File: src/rtl/ccff_chain_loader.sv
// Loads a configuration flip-flop chain from a stream of DATA_W-bit words, LSB first.
// Handshake-paced per word and stops exactly at CHAIN_LEN bits, dropping any leftover word bits.
module ccff_chain_loader #(
    parameter int DATA_W    = 8,
    parameter int CHAIN_LEN = 64
) (
    input  logic              prog_clk,
    input  logic              prog_reset_n,
    input  logic              start,
    input  logic              abort,
    input  logic [DATA_W-1:0] s_data,
    input  logic              s_valid,
    output logic              s_ready,
    output logic              ccff_head,
    output logic              ccff_shift_en,
    output logic              busy,
    output logic              cfg_done,
    output logic [15:0]       bit_cnt
);

    typedef enum logic [1:0] {IDLE, LOAD, SHIFT, DONE} state_t;

    localparam int              IDX_W     = (DATA_W > 1) ? $clog2(DATA_W) : 1;
    localparam logic [IDX_W-1:0] LAST_IDX = IDX_W'(DATA_W - 1);
    localparam logic [15:0]      CHAIN_END = 16'(CHAIN_LEN);

    state_t            state;
    logic [DATA_W-1:0] shreg;
    logic [IDX_W-1:0]  bit_idx;
    logic [DATA_W-1:0] shreg_next;
    logic [15:0]       cnt_next;

    assign shreg_next = shreg >> 1;
    assign cnt_next   = bit_cnt + 16'd1;
    assign s_ready    = (state == LOAD);
    assign busy       = (state == LOAD) || (state == SHIFT);

    // ccff_head/ccff_shift_en are computed from next-state values so they
    // always describe the bit that the chain captures on the coming edge.
    always_ff @(posedge prog_clk or negedge prog_reset_n) begin
        if (!prog_reset_n) begin
            state         <= IDLE;
            shreg         <= '0;
            bit_idx       <= '0;
            bit_cnt       <= '0;
            ccff_head     <= 1'b0;
            ccff_shift_en <= 1'b0;
            cfg_done      <= 1'b0;
        end else begin
            // NOTE: non-blocking assignments here so every branch reads the pre-edge state.
            case (state)
                IDLE, DONE: begin
                    if (start) begin
                        state    <= LOAD;
                        bit_cnt  <= '0;
                        cfg_done <= 1'b0;
                    end
                end
                LOAD: begin
                    if (abort) begin
                        state <= IDLE;
                    end else if (s_valid) begin
                        state         <= SHIFT;
                        shreg         <= s_data;
                        bit_idx       <= '0;
                        ccff_head     <= s_data[0];
                        ccff_shift_en <= 1'b1;
                    end
                end
                SHIFT: begin
                    if (abort) begin
                        state         <= IDLE;
                        ccff_head     <= 1'b0;
                        ccff_shift_en <= 1'b0;
                        cfg_done      <= 1'b0;
                    end else begin
                        shreg   <= shreg_next;
                        bit_cnt <= cnt_next;
                        bit_idx <= bit_idx + IDX_W'(1);
                        if (cnt_next == CHAIN_END) begin
                            // Chain full: remaining word bits are never presented.
                            state         <= DONE;
                            cfg_done      <= 1'b1;
                            ccff_head     <= 1'b0;
                            ccff_shift_en <= 1'b0;
                        end else if (bit_idx == LAST_IDX) begin
                            state         <= LOAD;
                            ccff_head     <= 1'b0;
                            ccff_shift_en <= 1'b0;
                        end else begin
                            ccff_head     <= shreg_next[0];
                            ccff_shift_en <= 1'b1;
                        end
                    end
                end
                default: state <= IDLE;
            endcase
        end
    end

endmodule
File: config.mk
export PLATFORM = sky130hd
export DESIGN_NAME = ccff_chain_loader
export DESIGN_NICKNAME = d
export VERILOG_FILES = /design/src/rtl/ccff_chain_loader.sv
export SDC_FILE = /design/constraint.sdc
export NUM_CORES = 1
export LEC_CHECK = 0
export BUFFER_PORTS_ARGS = -buffer_cell sky130_fd_sc_hd__buf_4
export CAP_MARGIN = 40
export CELL_PAD_IN_SITES_DETAIL_PLACEMENT = 1
export CELL_PAD_IN_SITES_GLOBAL_PLACEMENT = 2
export CORE_UTILIZATION = 38
export CTS_BUF_LIST = sky130_fd_sc_hd__clkbuf_4 sky130_fd_sc_hd__clkbuf_8
export CTS_CLUSTER_DIAMETER = 60
export DETAILED_ROUTE_END_ITERATION = 16
export PLACE_DENSITY_LB_ADDON = 0.25
export SYNTH_ARGS = -nofsm -noshare
export SYNTH_HDL_FRONTEND = slang
export SYNTH_SLANG_ARGS = --single-unit
File: constraint.sdc
create_clock -name prog_clk -period 3.8 [get_ports prog_clk]
set_input_delay 0.19 -clock prog_clk [delete_from_list [all_inputs] [get_ports prog_clk]]
set_output_delay 0.19 -clock prog_clk [all_outputs]
set_load 0.05 [all_outputs]
==> metrics.md, run 1 <==
| Metric | Value |
|---|---|
| Fin. max-slew vios | 0 |
| Share of layout cells above drive strength 1 | 0.234 |
| Worst Hold Class | input port to flip-flop |
| Area of the multi-input gates | roughly 1100 um2 |
| Setup Skew | 5.14 ps |
| Minimum clock period | 2450 ps |
| Die area | 5390 um2 |
| Largest net degree at the start of global routing | 32 |
| Syn nets | 234 |
| Kind of critical path | flip-flop to flip-flop |
| Synthesized area | 1940 um2 |
| GRT Residual Overflow | 0 |
| Final wirelength | 4730 um |
| GP Congestion | around 0.7 |
| CTS tree | done |
| Synth Register Bits | 31 |
| Crit end category | flip-flop |
| Std cell rows | 25 |
| LEAKAGE | approximately 1.1 nW |
| Starting Density | 0.402 |
| Post-CTS Repair Setup Buffers | 0 |
| CP top delay family | compound AO/OA/AOI/OAI gates |
| Area grow syn2layout | 21.8% |
| Crit path required time | 3940 ps |
| Sum of negative setup slack | 0 ps |
| Arr. time, crit path | between 2000 and 3000 ps |
| CTS max path bufs | 2 |
| Asr flop ratio synth | 1.00 |
| Initial antenna violation count | 0 |
| Max-slew headroom | 0.507 |
| Synth cell types | 46 |
| Vias in the first global route | 1679 |
| FF-to-FF Start | bit_cnt[0]$_DFFE_PN0P_ |
| Avg Inst Size Synth | approximately 9 um2 |
| Worst-path cell chain | ha_1 -> nand3_1 -> nor3_1 -> nor3_1 -> a2111oi_4 -> a211oi_1 -> a2bb2oi_1 |
| Total track usage | 0.204 |
| RSZ-0062 raised after global routing | no |
| CP dominant cell by count | nor3_1 |
| Routed len/inst | 15.0 um |
| Period utilisation layout | 0.644 |
| Inserted Clock Buffers | 5 |
| Share of the synthesized area in the top cell type | 0.401 |
| Reg-to-Reg End | ccff_shift_en$_DFFE_PN0P_ |
| Register cell area after layout | about 780 um2 |
| R2R depth | 7 |
| Clock transition at path regs | approximately 70 ps |
| Final Net Count | 267 |
| H-tree Lvls | 2 |
| DIE HEIGHT | 73.4 um |
| Count leader, synth | o21ai_0 |
| Iteration-0 DRC Markers | 32 |
| Sequential share of the synthesized area | 0.401 |
| Port bufs | 33 |
| Status | finished clean |
| Core footprint | about 4800 um2 |
| Worst path depth | 7 |
| Ys flop type | dfrtp_1 |
| # IOs | 34 |
| Total power | ~1.3 mW |
| Final ANT Viol Nets | 0 |
| Via-per-instance ratio | 5.43 |
| CP max stage cell | dfrtp_1 |
| DP HPWL | roughly 3400 um |
| Clock Latency Late Sink | between 200 and 300 ps |
| Die Wd | 73.4 um |
| Post-synth EDFFs | 0 |
| Bufs and invs on worst path | 0 |
| Final Hold Vio Count | 0 |
| Hold Path Depth | 3 |
| Synthesized instance count | 214 |
| TritonRoute pass-1 iters | 4 |
| Routed via count | 1712 |
| Top cells by count, synth | 36 x o21ai_0, 31 x dfrtp_1, 26 x nand2_1 |
| Fill count | 585 |
| Synth area leaders | dfrtp_1 40%, o21ai_0 9.3%, nand2_1 5.0%, ha_1 4.5%, mux2i_1 4.1% |
| Crit path largest cell delay | 550 ps |
| Power per cell area | about 530 nW/um2 |
| Yosys warns | 0 |
| N_diodes | 0 |
| CTS root buf | clkbuf_8 |
| Worst-path maximum fanout | 10 |
| CTS Sinks | 31 |
| Crit start category | flip-flop |
| Hold Crit Start | s_data[7] |
| Slew at the pin with the worst max-slew slack | 734 ps |
| # setup viols final | 0 |
| Reg2reg setup slack | ~1400 ps |
| Fmax | 409 MHz |
| Hold Path End | shreg[7]$_DFFE_PN0P_ |
| First-pass GRT wire length | 8280 um |
| Synth area leader | dfrtp_1 |
| Worst vdd ir | 0.219 mV |
| DRC viols | 0 |
| Maxcap violations | 0 |
[repair_timing]
action / in CTS / in global routing
hold endpoints to repair: 31 / 0
gates resized for setup: 0 / 0
hold buffers: 1 / 0
[state kept, by name, indices dropped and copies added (netlist names)]
name	cells
shreg	7
ccff_head	1
ccff_shift_en	1
cfg_done	1
bit_idx	3
state	2
bit_cnt	16
[where the power goes]
group / switching (mW) / total [mW] / internal (mW)
Sequential: 0.0453 / 0.437 / 0.392
Combinational: 0.327 / 0.479 / 0.153
Clock: 0.129 / 0.341 / 0.212
[worst max-delay path by stage]
stage,start,endpoint,slack (ps)
global route,bit_cnt[0]$_DFFE_PN0P_,ccff_shift_en$_DFFE_PN0P_,1150
global placement,bit_cnt[0]$_DFFE_PN0P_,ccff_shift_en$_DFFE_PN0P_,1410
detailed placement,bit_cnt[0]$_DFFE_PN0P_,ccff_shift_en$_DFFE_PN0P_,1320
CTS,bit_cnt[0]$_DFFE_PN0P_,ccff_shift_en$_DFFE_PN0P_,1300
finish,bit_cnt[0]$_DFFE_PN0P_,ccff_shift_en$_DFFE_PN0P_,1350
floorplan,bit_cnt[0]$_DFFE_PN0P_,ccff_head$_DFFE_PN0P_,1320
[logic make-up after synthesis]
logic type,synth area share
AND/OR/NAND/NOR,0.253
flip-flops,0.401
multiplexers,0.0413
AO/OA/AOI/OAI,0.200
XOR/XNOR,0.0174
adder cells (fa/ha/maj),0.0452
buffers and inverters,0.0426
[metal layers]
layer	track usage	share of wire	routed length, um
met5	0	0	0
met4	0.0769	0.016	75
met2	0.343	0.50	2340
met1	0.260	0.46	2150
met3	0.0412	0.033	154
[worst register-to-register path: cells and delay by family (launching register included)]
family / cells / cell delay (ps)
simple gates: 3 / 590
compound gates: 3 / 830
flops: 1 / 550
fa+ha+maj: 1 / 320
[layout make-up]
cell class | instances | share of cell area
clock buffers | 6 | 0.0350
clock inverters | 2 | 0.0149
multi-input cells | 166 | 0.457
repair buffers | 37 | 0.119
inverters | 6 | 0.00955
flip-flops and latches | 31 | 0.329
well taps | 67 | 0.0355
[stage by stage]
step	utilization	cell area (um2)	std cells	setup slack, ps	hold WS (ps)
6_report	0.490	2360	315	1350	169
5_1_grt	0.490	2360	315	1150	175
4_1_cts	0.490	2360	315	1300	161
2_1_floorplan	-	1940	214	1320	-106
3_5_place_dp	0.463	2230	306	1320	155
3_3_place_gp	0.463	2230	306	1410	155
[cell usage in the layout (no fill, tap or decap), drive strengths merged, types with 5 or more instances in the layout]
cell and count:
nor3 8, a31oi 6, nand4 7, mux2i 8, inv 6, nor2 21, dfrtp 31, nand2b 5
ha 7, clkbuf 6, buf 36, o21ai 37, nand2 27, nand3 6
Note: power is estimated with default switching activity, not from simulation.
==> inputs of run 2 (changes only) <==
Settings changed: CORE_UTILIZATION 38 to 35.
Clock period 3.8 ns to 2.4 ns, I/O delays scaled along.
==> run 2 against run 1 <==
  * Non-clock buffer count up 7
  * Clock power grew 61%
  * Clock-buffer cell count stayed put
  * Largest cell class unchanged
  * Largest power group unchanged
  * Highest routed layer unchanged
==> metrics.md, run 2 (synthesis results as in run 1) <==
| Metric | Value |
|---|---|
| Final cell count without fillers | 325 (+3.2%) |
| # IOs | 34 (unchanged) |
| Power per cell area | 841 nW/um2 (+58%) |
| Hold Crit Start | s_data[7] |
| Port bufs | 33 (unchanged) |
| Period utilisation layout | 0.902 (+0.258) |
| Commonest non-fill, non-tap cell in the layout | buf_4 |
| Maxcap violations | 0 (unchanged) |
| CTS root buf | clkbuf_8 |
| Status | finished clean |
| TritonRoute pass-1 iters | 4 (unchanged) |
| H-tree Lvls | 2 (unchanged) |
| FF-to-FF Start | bit_cnt[0]$_DFFE_PN0P_ |
| Worst-path maximum fanout | 6 (-4) |
| Final Net Count | 274 (+2.6%) |
| Fill count | 624 (+6.7%) |
| Metal3 WL | 131 um (-15%) |
| Fmax | 462 MHz (+13%) |
| CP max stage cell | a2111oi_4 |
| CP top delay family | compound AO/OA/AOI/OAI gates |
| Clock Latency Late Sink | 290 ps (about the same) |
| # setup viols final | 0 (unchanged) |
| DP HPWL | 3520 um (+4.5%) |
| Slew at the pin with the worst max-slew slack | 669 ps (-65.7 ps) |
| Minimum clock period | 2160 ps (-281 ps) |
| Sum of negative setup slack | 0 ps (unchanged) |
| Total power | 2.03 mW (+62%) |
| Final ANT Viol Nets | 0 (unchanged) |
| GRT Residual Overflow | 0 (unchanged) |
| RSZ-0062 raised after global routing | no |
| Core footprint | 5200 um2 (+8.1%) |
| Largest regs | bit_cnt x16, shreg x7, bit_idx x3 |
| Die Wd | 76.4 um (+4.1%) |
| Setup Skew | 4.84 ps (-0.301 ps) |
| Max-slew headroom | 0.554 (+0.0471) |
| Fin. max-slew vios | 0 (unchanged) |
| Most frequent cells in the layout | 43 x buf_4, 35 x o21ai_0, 29 x dfrtp_1, 26 x nand2_1, 21 x nor2_1 |
| Placed cell count | 316 (+3.3%) |
| Post-route cell area | 2420 um2 (+2.5%) |
| Starting Density | 0.372 (-0.0300) |
| Max reg flops | 16 (unchanged) |
| Total track usage | 0.190 (-0.0142) |
| Kind of critical path | flip-flop to flip-flop |
| Crit path largest cell delay | 500 ps (-50 ps) |
| N_diodes | 0 (unchanged) |
| Worst-path cell chain | ha_1 -> and3_2 -> xnor2_1 -> nand3_2 -> a2111oi_4 -> nand2_2 -> a41o_1 |
| Arr. time, crit path | 2340 ps (-240 ps) |
| Routed via count | 1713 (+0.058%) |
| Met2 WL post-DR | 2410 um (+2.6%) |
| Register cell area after layout | 778 um2 (+0.32%) |
| Worst vdd ir | 0.425 mV (+94%) |
| Worst Hold Class | input port to flip-flop |
| Inserted Clock Buffers | 5 (unchanged) |
| Vias in the first global route | 1792 (+6.7%) |
| Std cell rows | 26 (+4.0%) |
| GP Congestion | 0.723 (+0.56%) |
| Crit end category | flip-flop |
| Crit path required time | 2580 ps (-1360 ps) |
| Via-per-instance ratio | 5.27 (-3.0%) |
| Largest net degree at the start of global routing | 32 (unchanged) |
| CTS tree | done |
| Routed len/inst | 15.3 um (+2.1%) |
| M1 WL | 2360 um (+9.5%) |
| Bufs and invs on worst path | 0 (unchanged) |
| Die area | 5840 um2 (+8.3%) |
| CTS Sinks | 31 (unchanged) |
| CTS max path bufs | 2 (unchanged) |
| LEAKAGE | 1.15 nW (+3.0%) |
| Post-CTS Repair Setup Buffers | 0 (unchanged) |
| Highest routed layer | met4 |
| Initial antenna violation count | 0 (unchanged) |
| Worst setup startpoint | bit_cnt[0]$_DFFE_PN0P_ |
| Crit start category | flip-flop |
| Largest Register | bit_cnt |
| Area of the multi-input gates | 1080 um2 (unchanged) |
| Final Hold Vio Count | 0 (unchanged) |
| DIE HEIGHT | 76.4 um (+4.1%) |
| Clock transition at path regs | 70 ps (about the same) |
| Iteration-0 DRC Markers | 64 (+100%) |
| Area grow syn2layout | 24.8% |
| First-pass GRT wire length | 8750 um (+5.7%) |
| DRC viols | 0 (unchanged) |
| Final wirelength | 4980 um (+5.4%) |
| Placed cell area | 2290 um2 (+2.6%) |
| Share of layout cells above drive strength 1 | 0.263 (+0.0289) |
| Hold Worst Slack | 97.5 ps (-71.3 ps) |
## run 2: cell count changes in the layout (fill, tap and decap cells not counted)
cell	previous run	this run
dfrtp_2	0	2
dfrtp_1	31	29
buf_4	36	43
## run 2: what timing repair did
action | CTS | global route
hold buffers | 1 | 0
hold endpoints to repair | 31 | 0
resized for setup | 0 | 0
## run 2: routing by layer
layer	track usage	up-vias
li1	-	852
met1	0.237	830
met2	0.323	24
met3	0.0383	7
met4	0.0692	0
met5	0	-
## run 2: path summary, 6_finish.rpt
check	endpoint	slack, ps	cells past startpoint
max reg2reg	ccff_head$_DFFE_PN0P_	240	7
min in group asynchronous	shreg[5]$_DFFE_PN0P_	300	2
max	ccff_head$_DFFE_PN0P_	240	7
max in group asynchronous	bit_cnt[1]$_DFFE_PN0P_	1770	2
min reg2reg	shreg[6]$_DFFE_PN0P_	480	2
min	shreg[7]$_DFFE_PN0P_	100	3
## run 2: final cells by class
class | instances | share of cell area
clock buffer | 6 | 0.0342
clock inverter | 2 | 0.0145
inverter | 6 | 0.00932
multi-input combinational | 166 | 0.446
sequential | 31 | 0.322
tap | 70 | 0.0362
timing repair buffer | 44 | 0.138
## run 2: where the power goes
group / switching (mW) / internal, mW
Sequential: 0.0586 / 0.622
Clock: 0.212 / 0.336
Combinational: 0.548 / 0.256
Total: 0.819 / 1.21
## run 2: through the flow
step	utilization	setup slack, ps
after floorplan	-	65.5
after global placement	0.440	251
after detailed placement	0.440	221
after CTS	0.464	214
after global routing	0.464	74.7
final	0.464	235
## run 2: worst reg2reg max path, cell delays in order (launching register included)
cell	delay (ps)
dfrtp_2	410
ha_1	260
and3_2	270
xnor2_1	180
nand3_2	110
a2111oi_4	500
nand2_2	100
a41o_1	240
==> inputs of run 3 (changes only) <==
Settings changed: SETUP_SLACK_MARGIN from default to 0.5.
==> run 3 against run 2 <==
  * Sequential cell count stayed put
  * Power increased by 3.9%
  * Critical path depth rose by 1
==> metrics.md, run 3 (synthesis results as in run 1) <==
| Metric | Value |
|---|---|
| Fill count | 624 (unchanged) |
| Placed cell area | 2320 um2 (+1.4%) |
| TritonRoute pass-1 iters | 4 (unchanged) |
| Worst Hold Class | input port to flip-flop |
| Worst-path cell chain | ha_4 -> and3_4 -> nor3b_4 -> o31ai_2 -> a2111oi_4 -> buf_4 -> and3b_2 -> o21ai_1 |
| GRT Residual Overflow | 0 (unchanged) |
| CP endpoint | state[1]$_DFFE_PN0P_ |
| # setup viols final | 0 (unchanged) |
| R2R depth | 8 (+1) |
| Largest Register | bit_cnt |
| Routed len/inst | 16.3 um (+6.6%) |
| Routed via count | 1822 (+6.4%) |
| Clock Latency Late Sink | 280 ps (about the same) |
| Via-per-instance ratio | 5.36 (+1.7%) |
| GP Congestion | 0.774 (+7.0%) |
| Final ANT Viol Nets | 0 (unchanged) |
| Post-route cell area | 2670 um2 (+11%) |
| DP HPWL | 3510 um (-0.37%) |
| Power per cell area | 790 nW/um2 (-6.1%) |
| Final Hold Vio Count | 0 (unchanged) |
| Crit start category | flip-flop |
| Worst setup startpoint | bit_cnt[1]$_DFFE_PN0P_ |
| DRC viols | 0 (unchanged) |
| Iteration-0 DRC Markers | 43 (-33%) |
| Vias in the first global route | 1840 (+2.7%) |
| Post-layout utilization of the core | 0.514 (+0.0493) |
| Worst vdd ir | 0.510 mV (+20%) |
| Reg-to-Reg End | state[1]$_DFFE_PN0P_ |
| Final Net Count | 289 (+5.5%) |
| First-pass GRT wire length | 9230 um (+5.4%) |
| Share of layout cells above drive strength 1 | 0.422 (+0.159) |
| FF-to-FF Start | bit_cnt[1]$_DFFE_PN0P_ |
| H-tree Lvls | 2 (unchanged) |
| Fin. max-slew vios | 0 (unchanged) |
| Initial antenna violation count | 0 (unchanged) |
| Die area | 5840 um2 (unchanged) |
| Worst-path maximum fanout | 5 (-1) |
| Most frequent cells in the layout | 56 x buf_4, 34 x o21ai_0, 24 x nand2_1, 20 x nor2_1, 17 x dfrtp_1 |
| Area grow syn2layout | 38.0% |
| Sum of negative setup slack | 0 ps (unchanged) |
| Reg2reg setup slack | 370 ps (+130 ps) |
| N_diodes | 0 (unchanged) |
| Clock transition at path regs | 70 ps (about the same) |
| CP max stage cell | dfrtp_4 |
| Std cell rows | 26 (unchanged) |
| Max-slew headroom | 0.687 (+0.133) |
| Crit path largest cell delay | 510 ps (about the same) |
| Maxcap violations | 0 (unchanged) |
| Commonest non-fill, non-tap cell in the layout | buf_4 |
| Max reg flops | 16 (unchanged) |
| Placed cell count | 312 (-1.3%) |
| Setup Skew | 6.30 ps (+1.47 ps) |
| CTS Sinks | 31 (unchanged) |
| Largest regs | bit_cnt x16, shreg x7, bit_idx x3 |
| CTS max path bufs | 2 (unchanged) |
| Slew at the pin with the worst max-slew slack | 466 ps (-202 ps) |
| Crit end category | flip-flop |
| Final wirelength | 5550 um (+12%) |
| Inserted Clock Buffers | 5 (unchanged) |
| RSZ-0062 raised after global routing | yes |
| Core footprint | 5200 um2 (unchanged) |
| DIE HEIGHT | 76.4 um (unchanged) |
| Die Wd | 76.4 um (unchanged) |
| Minimum clock period | 2030 ps (-133 ps) |
| Starting Density | 0.372 (unchanged) |
| Port bufs | 33 (unchanged) |
| Status | finished clean |
| LEAKAGE | 1.18 nW (+2.9%) |
| Period utilisation layout | 0.846 (-0.0555) |
| Fmax | 492 MHz (+6.6%) |
| Kind of critical path | flip-flop to flip-flop |
| CTS tree | done |
| Final cell count without fillers | 340 (+4.6%) |
| Crit path required time | 2570 ps (about the same) |
| CTS root buf | clkbuf_8 |
| Total power | 2.11 mW (+3.9%) |
| Arr. time, crit path | 2200 ps (-140 ps) |
| Largest net degree at the start of global routing | 32 (unchanged) |
| # IOs | 34 (unchanged) |
| Total track usage | 0.199 (+0.00933) |
[run 3: changes by cell type in the layout (fill, tap and decap cells not counted), sizes merged]
cell / previous run / this run
buf: 43 / 58
bufinv: 1 / 0
clkbuf: 6 / 7
clkinv: 1 / 0
clkinvlp: 0 / 2
inv: 6 / 5
[run 3: worst min-delay path by stage]
stage / from / end / slack (ps) / cells past startpoint
final: s_data[7] / shreg[7]$_DFFE_PN0P_ / 110 / 3
after global routing: s_data[7] / shreg[7]$_DFFE_PN0P_ / 100 / 3
after CTS: s_data[7] / shreg[7]$_DFFE_PN0P_ / 100 / 3
after detailed placement: prog_reset_n / state[0]$_DFFE_PN0P_ / 90 / 1
after global placement: prog_reset_n / state[0]$_DFFE_PN0P_ / 90 / 1
after floorplan: prog_reset_n / bit_cnt[10]$_DFFE_PN0P_ / -180 / 0
[run 3: routing by layer]
layer | routed length (um) | global-route usage | share of wire | vias to the layer above
li1 | - | - | - | 883
met1 | 2620 | 0.263 | 0.47 | 904
met2 | 2690 | 0.328 | 0.48 | 25
met3 | 118 | 0.0311 | 0.021 | 10
met4 | 123 | 0.0750 | 0.022 | 0
met5 | 0 | 0 | 0 | -
[run 3: power by group]
| part | switching [mW] | total, mW | internal [mW] |
|---|---|---|---|
| clock network | 0.203 | 0.464 | 0.261 |
| logic | 0.593 | 0.957 | 0.364 |
| registers | 0.0663 | 0.690 | 0.624 |
| total | 0.863 | 2.11 | 1.25 |
[run 3: what timing repair did]
item                                    CTS  global route
pin swaps                                12             3
endpoints found under the setup margin    7            25
gates resized for setup                  14             7
endpoints found under the hold margin    31             0
hold buffers                              1             0
buffers inserted                         11             8
[run 3: final cells by class]
cell class,count,area (um2),area share
multi-input cells,166,1200,0.451
flip-flops and latches,31,798,0.299
repair buffers,59,453,0.169
clock buffers,7,96.3,0.0360
well taps,70,87.6,0.0328
inverters,6,26.3,0.00983
clock inverters,1,7.51,0.00281
[run 3: critical path, delay by kind of cell (launching register included)]
family | cells | cell delay (ps)
AND/OR/NAND/NOR | 3 | 580
flip-flops | 1 | 510
AO/OA/AOI/OAI | 3 | 440
adder cells (fa/ha/maj) | 1 | 190
buffers and inverters | 1 | 190
[run 3: per-stage QoR]
| step | hold slack [ps] | setup slack (ps) |
|---|---|---|
| after CTS | 103 | 397 |
| after global routing | 103 | 284 |
| after floorplan | -176 | 331 |
| after global placement | 86.4 | 310 |
| after detailed placement | 91.7 | 290 |
| final | 107 | 369 |
